[config.mk]
export PLATFORM = sky130hd
export DESIGN_NAME = control_index_decoder_flat
export DESIGN_NICKNAME = d
export VERILOG_FILES = /design/src/rtl/control_index_decoder_if.sv /design/src/rtl/control_index_decoder.sv /design/src/flat_wrapper.sv
export SDC_FILE = /design/constraint.sdc
export NUM_CORES = 1
export LEC_CHECK = 0
export ABC_AREA = 1
export BUFFER_PORTS_ARGS = -buffer_cell sky130_fd_sc_hd__buf_2
export CORE_AREA = 2 2 66 68
export CTS_BUF_LIST = sky130_fd_sc_hd__clkbuf_16
export CTS_CLUSTER_DIAMETER = 60
export DETAILED_ROUTE_END_ITERATION = 10
export DIE_AREA = 0 0 68 70
export MAX_ROUTING_LAYER = met4
export SETUP_SLACK_MARGIN = 0.05
export SYNTH_ARGS = -nofsm -noshare
export SYNTH_HDL_FRONTEND = slang
export SYNTH_SLANG_ARGS = --single-unit
[constraint.sdc]
create_clock -name clk -period 6.4 [get_ports clk]
set_clock_uncertainty 0.05 [all_clocks]
set_input_delay 0 -clock clk [delete_from_list [all_inputs] [get_ports clk]]
set_output_delay 0 -clock clk [all_outputs]
set_load 0.02 [all_outputs]
[src/rtl/control_index_decoder_if.sv]
// Handshake bundle between the control-word producer, the index decoder and its consumer.
// With CONTROL_INDEX_ERRCNT_EN defined the bundle also carries the saturating error counter.
interface control_index_decoder_if #(
    parameter int AW = 2
);
    logic          in_valid;
    logic          in_ready;
    logic [7:0]    in_control;
    logic          out_valid;
    logic          out_ready;
    logic [2:0]    out_index;
    logic          out_err;
    logic [AW:0]   count;
`ifdef CONTROL_INDEX_ERRCNT_EN
    logic [7:0]    err_count;
`endif

    modport slave (
`ifdef CONTROL_INDEX_ERRCNT_EN
        output err_count,
`endif
        input  in_valid,
        input  in_control,
        input  out_ready,
        output in_ready,
        output out_valid,
        output out_index,
        output out_err,
        output count
    );

    modport master (
`ifdef CONTROL_INDEX_ERRCNT_EN
        input  err_count,
`endif
        output in_valid,
        output in_control,
        output out_ready,
        input  in_ready,
        input  out_valid,
        input  out_index,
        input  out_err,
        input  count
    );
endinterface

[src/rtl/control_index_decoder.sv]
// Decodes one-hot control words to a 3-bit index (flagging illegal words) and queues them in a FIFO.
// Optional macro CONTROL_INDEX_ERRCNT_EN adds a saturating count of illegal words accepted.
module control_index_decoder #(
    parameter int DEPTH = 4,
    parameter int AW    = 2
) (
    input  logic                  clk,
    input  logic                  reset,
    control_index_decoder_if.slave bus
);
    localparam logic [AW:0] FULL = (AW+1)'(DEPTH);

    // Entry layout is {err, index[2:0]}; the highest set bit wins when several are set.
    function automatic logic [3:0] decode_ctrl(input logic [7:0] c);
        logic [2:0] idx;
        logic       err;
        idx = 3'd0;
        for (int k = 0; k < 8; k++) begin
            if (c[k]) idx = 3'(k);
        end
        err = (c == 8'd0) || ((c & (c - 8'd1)) != 8'd0);
        return {err, idx};
    endfunction

    logic [3:0]    r_mem [DEPTH];
    logic [AW-1:0] r_wptr;
    logic [AW-1:0] r_rptr;
    logic [AW:0]   r_count;
    logic [3:0]    r_head;

    logic          w_push;
    logic          w_pop;
    logic [3:0]    w_dec;
    logic [AW-1:0] w_rptr_nxt;
    logic [AW:0]   w_count_nxt;

    assign bus.in_ready  = (r_count != FULL);
    assign bus.out_valid = (r_count != '0);
    assign bus.out_index = r_head[2:0];
    assign bus.out_err   = r_head[3];
    assign bus.count     = r_count;

    assign w_push     = bus.in_valid && bus.in_ready;
    assign w_pop      = bus.out_valid && bus.out_ready;
    assign w_dec      = decode_ctrl(bus.in_control);
    assign w_rptr_nxt = w_pop ? r_rptr + AW'(1) : r_rptr;

    always_comb begin
        w_count_nxt = r_count;
        case ({w_push, w_pop})
            2'b10:   w_count_nxt = r_count + (AW+1)'(1);
            2'b01:   w_count_nxt = r_count - (AW+1)'(1);
            default: w_count_nxt = r_count;
        endcase
    end

    always_ff @(posedge clk) begin
        if (w_push && !reset) r_mem[r_wptr] <= w_dec;
    end

    // The head is registered so it holds the last popped entry once the FIFO drains;
    // when the next head is the word being written this edge it is taken from the decoder.
    always_ff @(posedge clk) begin
        if (reset) begin
            r_wptr  <= '0;
            r_rptr  <= '0;
            r_count <= '0;
            r_head  <= '0;
        end else begin
            if (w_push) r_wptr <= r_wptr + AW'(1);
            r_rptr  <= w_rptr_nxt;
            r_count <= w_count_nxt;
            if (w_count_nxt != '0) begin
                r_head <= (w_push && (r_wptr == w_rptr_nxt)) ? w_dec : r_mem[w_rptr_nxt];
            end
        end
    end

`ifdef CONTROL_INDEX_ERRCNT_EN
    logic [7:0] r_err_cnt;

    always_ff @(posedge clk) begin
        if (reset) begin
            r_err_cnt <= 8'd0;
        end else if (w_push && w_dec[3] && (r_err_cnt != 8'hFF)) begin
            r_err_cnt <= r_err_cnt + 8'd1;
        end
    end

    assign bus.err_count = r_err_cnt;
`endif
endmodule
[src/flat_wrapper.sv]
// flat-port wrapper written by rule: the top's interface ports become plain ports
module control_index_decoder_flat 
#(
    parameter int DEPTH = 4,
    parameter int AW    = 2
)
  (clk, reset, bus_in_valid, bus_in_control, bus_out_ready, bus_in_ready, bus_out_valid, bus_out_index, bus_out_err, bus_count);
  control_index_decoder_if #(.AW(AW)) bus_i ();
  input  logic clk;
  input  logic reset;
  input wire logic [$bits(bus_i.in_valid)-1:0] bus_in_valid;
  input wire logic [$bits(bus_i.in_control)-1:0] bus_in_control;
  input wire logic [$bits(bus_i.out_ready)-1:0] bus_out_ready;
  output wire logic [$bits(bus_i.in_ready)-1:0] bus_in_ready;
  output wire logic [$bits(bus_i.out_valid)-1:0] bus_out_valid;
  output wire logic [$bits(bus_i.out_index)-1:0] bus_out_index;
  output wire logic [$bits(bus_i.out_err)-1:0] bus_out_err;
  output wire logic [$bits(bus_i.count)-1:0] bus_count;
  assign bus_i.in_valid = bus_in_valid;
  assign bus_i.in_control = bus_in_control;
  assign bus_i.out_ready = bus_out_ready;
  assign bus_in_ready = bus_i.in_ready;
  assign bus_out_valid = bus_i.out_valid;
  assign bus_out_index = bus_i.out_index;
  assign bus_out_err = bus_i.out_err;
  assign bus_count = bus_i.count;
  control_index_decoder #(.DEPTH(DEPTH), .AW(AW)) u_core (.clk(clk), .reset(reset), .bus(bus_i));
endmodule
==> results of run 1 <==
==> worst max-delay path, stage by stage, from the launching register on <==
cell	delay (ns)
dfxtp_1	0.34
nor2_4	0.18
nand2_1	0.10
nand2_2	0.13
ha_1	0.18
inv_1	0.06
fa_1	0.38
nand2_1	0.08
nand3_1	0.08
xor2_1	0.15
inv_1	0.07
nand3_1	0.23
nor2_1	0.17
nor2_1	0.05
nand2_1	0.07
inv_1	0.03
==> cell families after synthesis <==
logic type	Yosys count
DFF	27
and+or+nand+nor	106
xor gates and xnor gates	2
adders and majority gates	6
AOI/OAI and AO/OA	14
buffers and inverters	35
==> metrics by stage <==
step	total power [uW]	cells	hold WS, ns
floorplan	567	190	0.159
global placement	661	261	0.259
detailed placement	661	261	0.265
CTS	805	266	0.0418
global route	874	266	0.0507
finish	796	266	0.0408
==> routing by layer <==
metal / share of wire, % / vias up
met5: 0 / -
met4: 2.0 / 0
met3: 2.6 / 4
met2: 44 / 18
met1: 51 / 551
li1: - / 654
==> cell type report <==
| cell class | count | area (um2) |
|---|---|---|
| clock buffers | 3 | 75.1 |
| inverters | 34 | 128 |
| repair buffers | 21 | 110 |
| well taps | 52 | 65.1 |
| multi-input cells | 128 | 744 |
| flip-flops and latches | 27 | 701 |
| clock inverters | 1 | 5.00 |
| fillers | 427 | 2320 |
==> report_power, final <==
part           total, uW  internal, uW  leakage [uW]  switching (uW)
sequential           237           216      0.000231            21.4
combinational        418           142      0.000585             276
clock                141          84.3     0.0000409            57.1
total                796           442      0.000857             354
==> flip-flops by register name, summed over array words and instances (netlist names) <==
| signal | cells |
|---|---|
| u_core.bus.count | 3 |
| u_core.r_rptr | 2 |
| u_core.r_mem | 16 |
| u_core.r_wptr | 2 |
| u_core.r_head | 4 |
==> placed cells by master (no fill, tap or decap), types with 2 or more instances in the layout <==
cell / netlist / final
dfxtp_1: 11 / 11
inv_1: 33 / 33
nand3_2: 3 / 3
nand2_1: 42 / 42
o21ai_0: 8 / 8
nor2_1: 23 / 23
nand2_2: 5 / 5
nand3_1: 17 / 17
ha_1: 5 / 5
edfxtp_1: 16 / 16
a21oi_1: 3 / 3
nand3b_1: 5 / 5
nand2_8: 3 / 3
buf_2: 0 / 20
nor2_4: 2 / 2
nand2_4: 2 / 2
clkbuf_16: 0 / 3
==> how the worst max path moves through the flow <==
stage | start | endpoint | slack, ns | depth (start not counted)
floorplan | u_core.bus.count[1] | u_core.r_head[1] | 3.93 | 15
global placement | u_core.bus.count[1] | u_core.r_head[0] | 4.04 | 11
detailed placement | u_core.bus.count[1] | u_core.r_head[0] | 3.94 | 13
CTS | u_core.bus.count[1] | u_core.r_head[0] | 3.93 | 13
global route | u_core.bus.count[0] | u_core.r_head[3] | 3.73 | 13
finish | u_core.bus.count[1] | u_core.r_head[3] | 3.96 | 15
==> synthesized netlist by cell type, types with 2 or more instances <==
master and n:
nand2_2 5, o21ai_0 8, inv_1 33, dfxtp_1 11, ha_1 5, nor2_1 23, nor2_4 2, nand3_2 3
nand3b_1 5, nand2_4 2, nand3_1 17, edfxtp_1 16, nand2_1 42, a21oi_1 3, nand2_8 3
==> results by stage, run 1 <==
Run status:
- The flow ran to the end, and the final reports show no timing, DRC or antenna violations.

Clock network:
- The post-cts hold buffer count is 1.
- The number of buffers inserted by post-CTS setup repair is 0.
- The maximum count of clock buffers along a single path is 2.
- The clock drives 27 sinks.
- The worst-skew pair later-pin latency is 0.26 ns.
- The TritonCTS clock tree is yes.
- In this run the number of H-tree levels came out at 1.
- The clock edge transition at the registers on the reported setup and hold paths is 0.07 ns.
- After clock tree synthesis, the repair step resized 0 gates.
- The number of clock buffers added by TritonCTS is 3.
- CTS placed an instance of clkbuf_16 at the clock tree root.

Detailed routing:
- The vias after detailed routing is 1227.
- The violation count after the first detailed-route iteration is 57.
- The final antenna-violating net count is 0.
- The number of detailed-route iterations in the first pass is 4.
- Using the TritonRoute via totals, the vias-per-cell ratio works out to about 4.6.
- The DRC violation count after routing is 0.
- The average detailed-routed wire length per instance is approximately 12 um.
- The routed design has 3070 um of wire.

GRT:
- The global routing stage identified its most utilized layer as met1.
- The via count of the first global-routing pass is about 1100.
- The met2 track demand over resource in global routing is approximately 21%.
- In the global route stage, met1 resource usage came out at 22.4%.
- The total global routing overflow is 0.
- Across every metal layer, demand over resource in global routing totals ~15%.
- The number of antenna violations at the first check in global routing is 0.
- The met3 track demand over resource in global routing is under 10%.
- The first global-routing pass estimated ~5200 um of wire.
- The pin count of the biggest net entering global routing is 16.

Placed design:
- The congestion estimate from routability-driven global placement came to ~0.80.
- Once detailed placement completed, the half-perimeter wirelength came to roughly 2300 um.
- The setup slack at placement is between 3 and 4 ns.
- The total cell area at the placement stage is 1740 um2.
- The count of buffers from port buffering is 20.

Critical path:
- The reg-to-reg setup timing slack is 3.96 ns.
- The endpoint identified for the worst register-to-register timing path is u_core.r_head[3].
- The worst reg2reg path depth is 15.
- In this run the critical register-to-register path is launched from u_core.bus.count[1].
- The type of element capturing the critical path is a flop.
- The startpoint type of the worst setup path is a flop.
- In this run the worst path has a maximum fanout of 8.
- At the worst endpoint, the arrival time is approximately 2.6 ns.
- At the worst endpoint, the required time is between 6 and 7 ns.
- The setup path with the least slack is of type reg2reg.

Yosys:
- For this run, the register share of the synthesized area comes to 44.4%.
- After Yosys synthesis, XOR and XNOR cells account for ~1.1% of the synthesized area.
- For this run, the number of Yosys warnings is 0.
- A synthesized cell averages a little over 8 um2.
- The adder-cell share of the synthesized area is between 5 and 6%.
- By area, the combinational part of the netlist is dominated by simple AND/OR/NAND/NOR gates.
- The flip-flop cell with the highest count after synthesis is edfxtp_1.
- The synthesized-area fraction occupied by ao, oa, aoi and oai cells is 4.84%.
- In the synthesized netlist the async set-or-reset flop fraction comes to 0%.
- Synthesis inferred 27 register bits.
- In this run the biggest area consumer among cell types represents a little under a third of the synthesized area.
- The synthesized design contains 16 enable-type register cells.
- After synthesis, the share of cell area in mux cells is 0%.
- The cell area after technology mapping is ~1600 um2.
- Ranked by total cell area, the synthesized netlist is headed by edfxtp_1, dfxtp_1, nand2_1, inv_1, nor2_1.
- The cell taking the most area after synthesis is edfxtp_1.
- The synthesized-area fraction occupied by and/or/nand/nor cells is 36.0%.
- The number of nets handed over by synthesis was about 210.
- The count of mapped cells out of synthesis is 190.
- The number of different library cells used by synthesis comes to 27.

Layout:
- Summing all non-filler instances in the final layout gives an area of 1830 um2.
- The area overhead of the layout relative to synthesis is 16.0%.
- The layout net count is 233.
- The final core area utilization is between 40% and 50%.
- 0 antenna diodes ended up in the layout.
- The share of layout cells above drive strength 1 is between 10% and 20%.

STA:
- The count of endpoints failing hold in the final timing report is 0.
- The slew at the pin closest to its max-slew limit is 0.793 ns.
- The normalized max-slew margin is a little under half.
- The max-slew violation count is 0.
- Setup violations remaining at the end of the flow were counted as 0.
- The worst path meets setup with approximately 4.0 ns of slack.
- Setup repair after global routing left no endpoint under its margin.
- Dividing the final minimum period by the clock period gives 38.2%.
- The clock period minus final worst setup slack is around 2.4 ns.
- The top achievable clock speed is 0.409 GHz.
- Setup total negative slack on the finished layout was measured at 0 ns.

Die:
- The initial utilization of the core area, before any placement, comes to 38.0%.
- Pin placement for this block handled 21 I/O pins.
- The core region area is just over 4000 um2.
- The full die area is 4760 um2.
- The die is 70 um tall.
- The floorplan has 24 rows.
- The floorplan step set the die width to approximately 70 um.

Worst hold path:
- The worst hold path passes through 3 cells.
- The beginning of the worst hold path is bus_in_valid.
- The sink of the worst hold path is u_core.r_wptr[1].
- The path type of the worst min-delay path is in2reg.

Pwr:
- Dividing total power by cell area gives a power density of between 400 and 500 nW/um2.
- Summed over all cells, the static leakage comes to 0.000857 uW.
- VDD sags by at most 166 uV.

Run:
- Across the run, the number of max-cap violations was 0.
Note: power is estimated with default switching activity, not from simulation.
==> run 2, diff against run 1 <==
--- a/config.mk
+++ b/config.mk
@@ -5,7 +5,7 @@
 export SDC_FILE = /design/constraint.sdc
 export NUM_CORES = 1
 export LEC_CHECK = 0
-export ABC_AREA = 1
+export ABC_AREA = 0
 export BUFFER_PORTS_ARGS = -buffer_cell sky130_fd_sc_hd__buf_2
 export CORE_AREA = 2 2 66 68
 export CTS_BUF_LIST = sky130_fd_sc_hd__clkbuf_16
==> constraint.sdc (replaced) <==
create_clock -name clk -period 2 [get_ports clk]
set_clock_uncertainty 0.05 [all_clocks]
set_input_delay 0 -clock clk [delete_from_list [all_inputs] [get_ports clk]]
set_output_delay 0 -clock clk [all_outputs]
set_load 0.02 [all_outputs]
==> results by stage, run 2 <==
STA:
- The count of endpoints failing hold in the final timing report is 0.
- On the final layout, the worst hold slack is between 0.06 and 0.07 ns.
- The top achievable clock speed is 0.399 GHz.
- For the pin with the worst max-slew slack, the measured transition is approximately 0.58 ns.
- The max-slew violation count is 0.
- For the finished layout, the period the worst path requires is roughly 2.5 ns.
- The normalized max-slew margin is about three fifths.
- Of the available clock period, the critical path in the final layout requires 125%.
- Setup repair after global routing could not meet its margin everywhere.
- The final worst-path setup slack is -0.509 ns.
- Setup violations remaining at the end of the flow were counted as 5.
- The total negative slack is -2.32 ns.

Clock network:
- After clock tree synthesis, the clock-pin slew on the worst setup and hold paths is around 0.070 ns.
- The maximum count of clock buffers along a single path is 2.
- The number of buffers created by CTS is 3.
- The clock tree root driver cell is clkbuf_16.
- The number of sinks handled by clock tree synthesis is 27.
- The worst-skew pair later-pin latency is 0.26 ns.
- The TritonCTS clock tree is yes.
- The H-tree depth reported by CTS is 1.

Run:
- The max-cap check violation count is 0.

Run status:
- The flow ran to the end, but the final reports show violations.
- The checks that failed: setup timing.

Yosys:
- Sequential elements use between 40% and 50% of the synthesized area.
- The number of enable flip-flop cells after synthesis is 16.
- The dominant cell by count in the synthesized netlist is edfxtp_1.
- In the synthesized netlist the async set-or-reset flop fraction comes to 0%.
- The count of mapped cells out of synthesis is about 130.
- After synthesis the netlist holds a flip-flop and latch count of 27.
- The top cell type by area accounts for a little under a third of the synthesized area.
- After synthesis, the mean cell area works out to 11.7 um2.
- The cell taking the most area after synthesis is edfxtp_1.
- The flip-flop cell with the highest count after synthesis is edfxtp_1.
- In this run the cell area of the synthesized design comes to 1550 um2.
- The synthesized netlist contains 43 unique library cells.
- The Yosys step of the flow raised 0 warnings.
- The number of nets in the synthesized netlist is 151.
- Sorting the synthesized cells by how often they occur yields edfxtp_1, nor2_1, dfxtp_1.
- By area the synthesized netlist is led by edfxtp_1, dfxtp_1, mux4_1, mux4_2, ha_1.

Detailed routing:
- In this run, the number of DRC markers left after iteration 0 of detailed routing was 65.
- The number of detailed-route iterations in the first pass is 4.
- After detailed routing, the total wire length is about 3500 um.
- The final antenna-violating net count is 0.
- The via count normalized by instance count is ~5.3.
- The detailed router placed about 1200 vias in this run.
- The average detailed-routed wire length per instance is around 15 um.
- The DRC violation count after routing is 0.

Layout:
- The number of flip-flops under the largest register name is 16.
- The most common library cell in the layout ignoring fill and taps is buf_2.
- From synthesis to final layout, the design area changed by 31.6%.
- The share of layout cells above drive strength 1 is between 40% and 50%.
- The number of standard cells in the layout, taps in and fillers out is about 230.
- In the layout the commonest cells are buf_2, buf_4, edfxtp_1, nor2_1, dfxtp_1.
- The register ranked first by flip-flop count is u_core.r_mem.
- The layout net count is 192.
- The number of diodes is 0.

Pwr:
- The leakage power of the design is ~0.00076 uW.
- The total power divided by cell area is 1370 nW/um2.
- Total power for the finished layout comes to between 2000 and 3000 uW.
- VDD sags by at most 493 uV.

Critical path:
- STA classifies the critical path endpoint as a flop.
- Data on the critical path arrives at its endpoint at around 2.6 ns.
- The highest net fanout along the worst path is 4.
- The worst reg2reg path startpoint is u_core.bus.count[0].
- The critical path in this run is classified as reg2reg.
- In this run the worst setup path begins at u_core.bus.count[0].
- The critical path data required time is between 2 and 2.5 ns.
- The startpoint type of the worst setup path is a flop.

Die:
- The effective utilization at floorplan is a little under two fifths.
- The die is a little under 70 um wide.
- The floorplan step defined a die boundary enclosing about 4800 um2.
- From bottom edge to top edge, the die measures about 70 um.
- The initialized floorplan defines 24 standard-cell rows.
- The region available for standard cell placement spans slightly above 4000 um2.
- Pin placement for this block handled 21 I/O pins.

Placed design:
- The routability congestion estimate from global placement is ~0.75.
- The number of placed instances with taps included is around 210.
- Port buffering added 20 buffers.
- The detailed placement HPWL is roughly 2600 um.

GRT:
- The via count of the first global-routing pass was about 1200.
- The total global routing overflow is 0.
- The pin count of the biggest net entering global routing is 18.
- The first global-routing pass estimated 5690 um of wire.
- The number of antenna violations at the first check in global routing is 0.
- For this run, the total global-route usage over all layers was measured as 16.4%.

Worst hold path:
- The path type of the worst min-delay path is in2reg.
- The beginning of the worst hold path is reset.
-- run 2: cells by family after synthesis --
| kind of cell | count (synthesis) | synth area share (%) |
|---|---|---|
| AND/OR/NAND/NOR | 42 | 13.9 |
| flip-flops | 27 | 45.2 |
| AO/OA/AOI/OAI | 26 | 12.3 |
| buffers and inverters | 13 | 3.39 |
| multiplexers | 12 | 15.3 |
| adder cells (fa/ha/maj) | 7 | 5.97 |
| XOR/XNOR | 6 | 3.87 |
-- run 2: where the power goes --
group | leakage (uW) | total (uW) | internal, uW | switching, uW
registers | 0.000230 | 760 | 691 | 68.7
logic | 0.000492 | 1580 | 791 | 789
clock network | 0.0000371 | 458 | 272 | 187
total | 0.000759 | 2800 | 1750 | 1040
-- run 2: metal layers --
layer | GRT usage (%) | up-vias | routed length, um | part of all wire, %
met3 | 1.93 | 4 | 77 | 2.2
met1 | 18.8 | 590 | 1470 | 42
met2 | 28.7 | 21 | 1860 | 54
met5 | - | - | 0 | 0
met4 | 6.00 | 0 | 60 | 1.7
li1 | - | 584 | - | -
-- run 2: area by class of cell --
type                    instances  area (um2)
clock buffers                   3        75.1
clock inverters                 1        7.51
fillers                       384        2100
inverters                       8        32.5
multi-input cells              93         885
flip-flops and latches         27         707
well taps                      52        65.1
repair buffers                 41         268
-- run 2: worst paths after layout --
kind                    endpoint  slack, ns  cells past startpoint
max             u_core.r_head[3]      -0.51                     11
min          u_core.bus.count[0]       0.07                      2
max reg2reg     u_core.r_head[3]      -0.51                     11
min reg2reg     u_core.r_head[2]       0.42                      2
-- run 2: what timing repair did --
action / 4_1_cts / 5_1_grt
gates resized for setup: 3 / 9
setup buffers: 3 / 3
hold endpoints to repair: 1 / 0
setup endpoints to repair: 5 / 6
pin swaps: 3 / 6
hold buffers: 1 / 0
-- run 2: critical path, stage by stage (launching register included) --
cell and delay, ns:
dfxtp_2 0.33, or3b_4 0.41, nand2_4 0.08, ha_4 0.14, inv_2 0.03, fa_2 0.38, xor2_4 0.19, o211a_1 0.21
o21a_1 0.21, nor2_1 0.06, a31oi_1 0.20, o41ai_2 0.09
-- run 2: metrics by stage --
step	util [%]	area, um2	worst slack [ns]
after global routing	49.2	2040	-0.610
after global placement	44.3	1840	-0.412
final	49.2	2040	-0.509
after CTS	47.6	1970	-0.459
after floorplan	-	1590	-0.534
after detailed placement	44.3	1840	-0.468
==> run 3, diff against run 2 <==
--- a/config.mk
+++ b/config.mk
@@ -8,7 +8,6 @@
 export ABC_AREA = 0
 export BUFFER_PORTS_ARGS = -buffer_cell sky130_fd_sc_hd__buf_2
 export CORE_AREA = 2 2 66 68
-export CTS_BUF_LIST = sky130_fd_sc_hd__clkbuf_16
 export CTS_CLUSTER_DIAMETER = 60
 export DETAILED_ROUTE_END_ITERATION = 10
 export DIE_AREA = 0 0 68 70
==> results by stage, run 3 (synthesis results as in run 2) <==
Run status:
- The flow ran to the end, but the final reports show violations.
- The final reports fail on setup timing.

Clock network:
- The H-tree depth reported by CTS is 1.
- TritonCTS built the clock tree.
- The clock tree root driver cell is clkbuf_8.
- The clock edge transition at the registers on the reported setup and hold paths is 0.10 ns.
- Clock tree synthesis found a total of 27 sinks.
- The number of buffers created by CTS is 3.
- The maximum count of clock buffers along a single path is 2.
- The worst-skew pair later-pin latency is around 0.27 ns.

Die:
- The floorplan step defined a die boundary enclosing approximately 4800 um2.
- Once the floorplan was initialized, standard cells occupied a little under two fifths of the core.
- The overall die width is 68 um.
- The initialized floorplan defines 24 standard-cell rows.
- Measured along the y axis, the die boundary spans ~70 um.
- The number of primary I/O pins is 21.
- The core region area is 4140 um2.

Layout:
- Excluding fillers, the count of instances in the completed layout stands at between 200 and 250.
- The number of diodes is 0.
- The library cell used most frequently in the layout, excluding fill and tap cells, is buf_2.
- The top cell types in the final layout, fill and taps aside, are buf_2, buf_4, edfxtp_1, nor2_1, dfxtp_1.
- The total of fill cells in the finished design is between 300 and 400.
- In the final layout, the share of cells above drive strength 1 is 42.2%.
- The area overhead of the layout relative to synthesis is 29.9%.
- Counting flops per register, the top entry is u_core.r_mem.
- The final layout contains approximately 190 nets.
- The register with the most flip-flops in the layout has 16 of them.

STA:
- The clock period minus final worst setup slack is between 2 and 3 ns.
- Setup repair after global routing could not meet its margin everywhere.
- The worst hold slack across all endpoints is roughly 0.047 ns.
- The count of endpoints failing hold in the final timing report is 0.
- Static timing analysis puts the maximum clock frequency at just under 0.4 GHz.
- Setup violations remaining at the end of the flow were counted as 5.
- The final worst-path setup slack is -0.520 ns.
- The max-slew violation count is 0.
- The fraction of the cycle the final worst path needs is 126%.
- In this run the tightest slew margin relative to its limit is around 60%.
- For the pin with the worst max-slew slack, the measured transition is a little under 0.6 ns.

Placed design:
- At the end of routability-driven placement, the weighted congestion stood at roughly 0.75.
- The count of buffers from port buffering is 20.
- At the placement stage, the worst setup path has a slack of -0.468 ns.
- The number of placed instances, taps included, is approximately 210.
- Once detailed placement completed, the half-perimeter wirelength came to around 2600 um.

Detailed routing:
- Using the TritonRoute via totals, the vias-per-cell ratio works out to around 5.3.
- Across all layers, the routed design uses about 1200 vias.
- After detailed routing, the met3 layer carries about 80 um of wire.
- The length of routed wiring on met1 is between 1000 and 1500 um.
- Once detail routing completed, the nets flagged for antenna violations numbered 0.
- The final wirelength is about 3400 um.
- Wire segments on met2 add up to 1880 um in the final route.
- After detailed routing, the average wire length per cell comes to approximately 15 um.
- Before antenna repair, the detailed router went through 4 iterations.
- After detailed routing, the number of remaining DRC violations is 0.
- The first routing iteration left 47 violations.
- The highest metal layer with signal wires is met4.

Pwr:
- Of the total power, the clock network draws 11.7%.
- For this design the ratio of total power to cell area is between 1000 and 1500 nW/um2.
- The leakage power of the design is between 0.0007 and 0.0008 uW.
- The net switching power figure is 1040 uW.
- Combinational logic burns about three fifths of the power.
- Across the VDD grid, the largest voltage drop is 441 uV.
- The design draws approximately 2700 uW.
- Net switching is 38.6% of the power.
- Internal power comes to roughly 1600 uW.
- In this run, flip-flops and latches consume approximately 28% of the power.

GRT:
- The global-route usage over all layers is between 10% and 20%.
- The via count of the first global-routing pass is ~1200.
- The number of antenna violations at the first check in global routing is 0.
- After global routing the overflow that remains totals 0.
- The first global-routing pass estimated between 5000 and 6000 um of wire.
- The pin count of the biggest net entering global routing is 18.

Run:
- Across the run, the number of max-cap violations was 0.

Worst hold path:
- The path class of the tightest hold or removal check is in2reg.

Critical path:
- Data arrives at the worst endpoint at 2.62 ns.
- Data on the critical path is required at its endpoint by about 2.1 ns.
- The startpoint type of the worst setup path is a flop.
- The type of the worst setup path is reg2reg.
- The type of element capturing the critical path is a flop.
- Of all nets on the critical path, the largest fanout is 5.
run 3: worst paths after layout:
| path | start | to | slack, ns | depth (start not counted) |
|---|---|---|---|---|
| worst max-delay path | u_core.bus.count[0] | u_core.r_head[3] | -0.52 | 11 |
| worst min-delay path | reset | u_core.bus.count[0] | 0.05 | 2 |
| worst max register to register | u_core.bus.count[0] | u_core.r_head[3] | -0.52 | 11 |
| worst min register to register | u_core.r_head[2] | u_core.r_head[2] | 0.43 | 2 |
run 3: power by group through the flow:
stage	Clock (uW)	Combinational, uW	Sequential (uW)
2_1_floorplan	0	787	843
3_3_place_gp	0	1240	763
3_5_place_dp	0	1280	774
4_1_cts	325	1410	762
5_1_grt	346	1740	775
6_report	313	1610	761
run 3: critical path, stage by stage, from the launching register on:
cell and delay [ns]:
dfxtp_2 0.34, or3b_4 0.41, nand2_4 0.08, ha_4 0.14, inv_2 0.03, fa_2 0.38, xor2_4 0.18, o211a_1 0.25
o21ai_4 0.19, nor3b_2 0.07, a31oi_1 0.18, o41ai_2 0.09
run 3: through the flow:
stage               instance area [um2]  TNS [ns]  utilization, %
finish                             2010     -2.33            48.6
global route                       2010     -2.79            48.6
floorplan                          1590     -2.02               -
detailed placement                 1840     -1.85            44.3
CTS                                1940     -2.09            46.8
global placement                   1840     -1.56            44.3
run 3: routing by layer:
layer  vias to the layer above  GRT usage, %
li1                        580             -
met1                       594          18.8
met2                        20          28.7
met3                         2          1.93
met4                         0          4.67
met5                         -             -
run 3: cell type report:
cell class	instances	area, um2	area share, %
Clock buffer	3	41.3	2.05
Clock inverter	1	7.51	0.373
Inverter	8	32.5	1.62
Multi-Input combinational cell	93	888	44.1
Sequential cell	27	707	35.1
Tap cell	52	65.1	3.23
Timing Repair Buffer	41	272	13.5
run 3: what timing repair did:
action	CTS	global route
hold endpoints to repair	1	0
buffers inserted	3	3
pin swaps	3	6
gates resized for setup	4	11
hold buffers	1	0
endpoints found under the setup margin	5	10
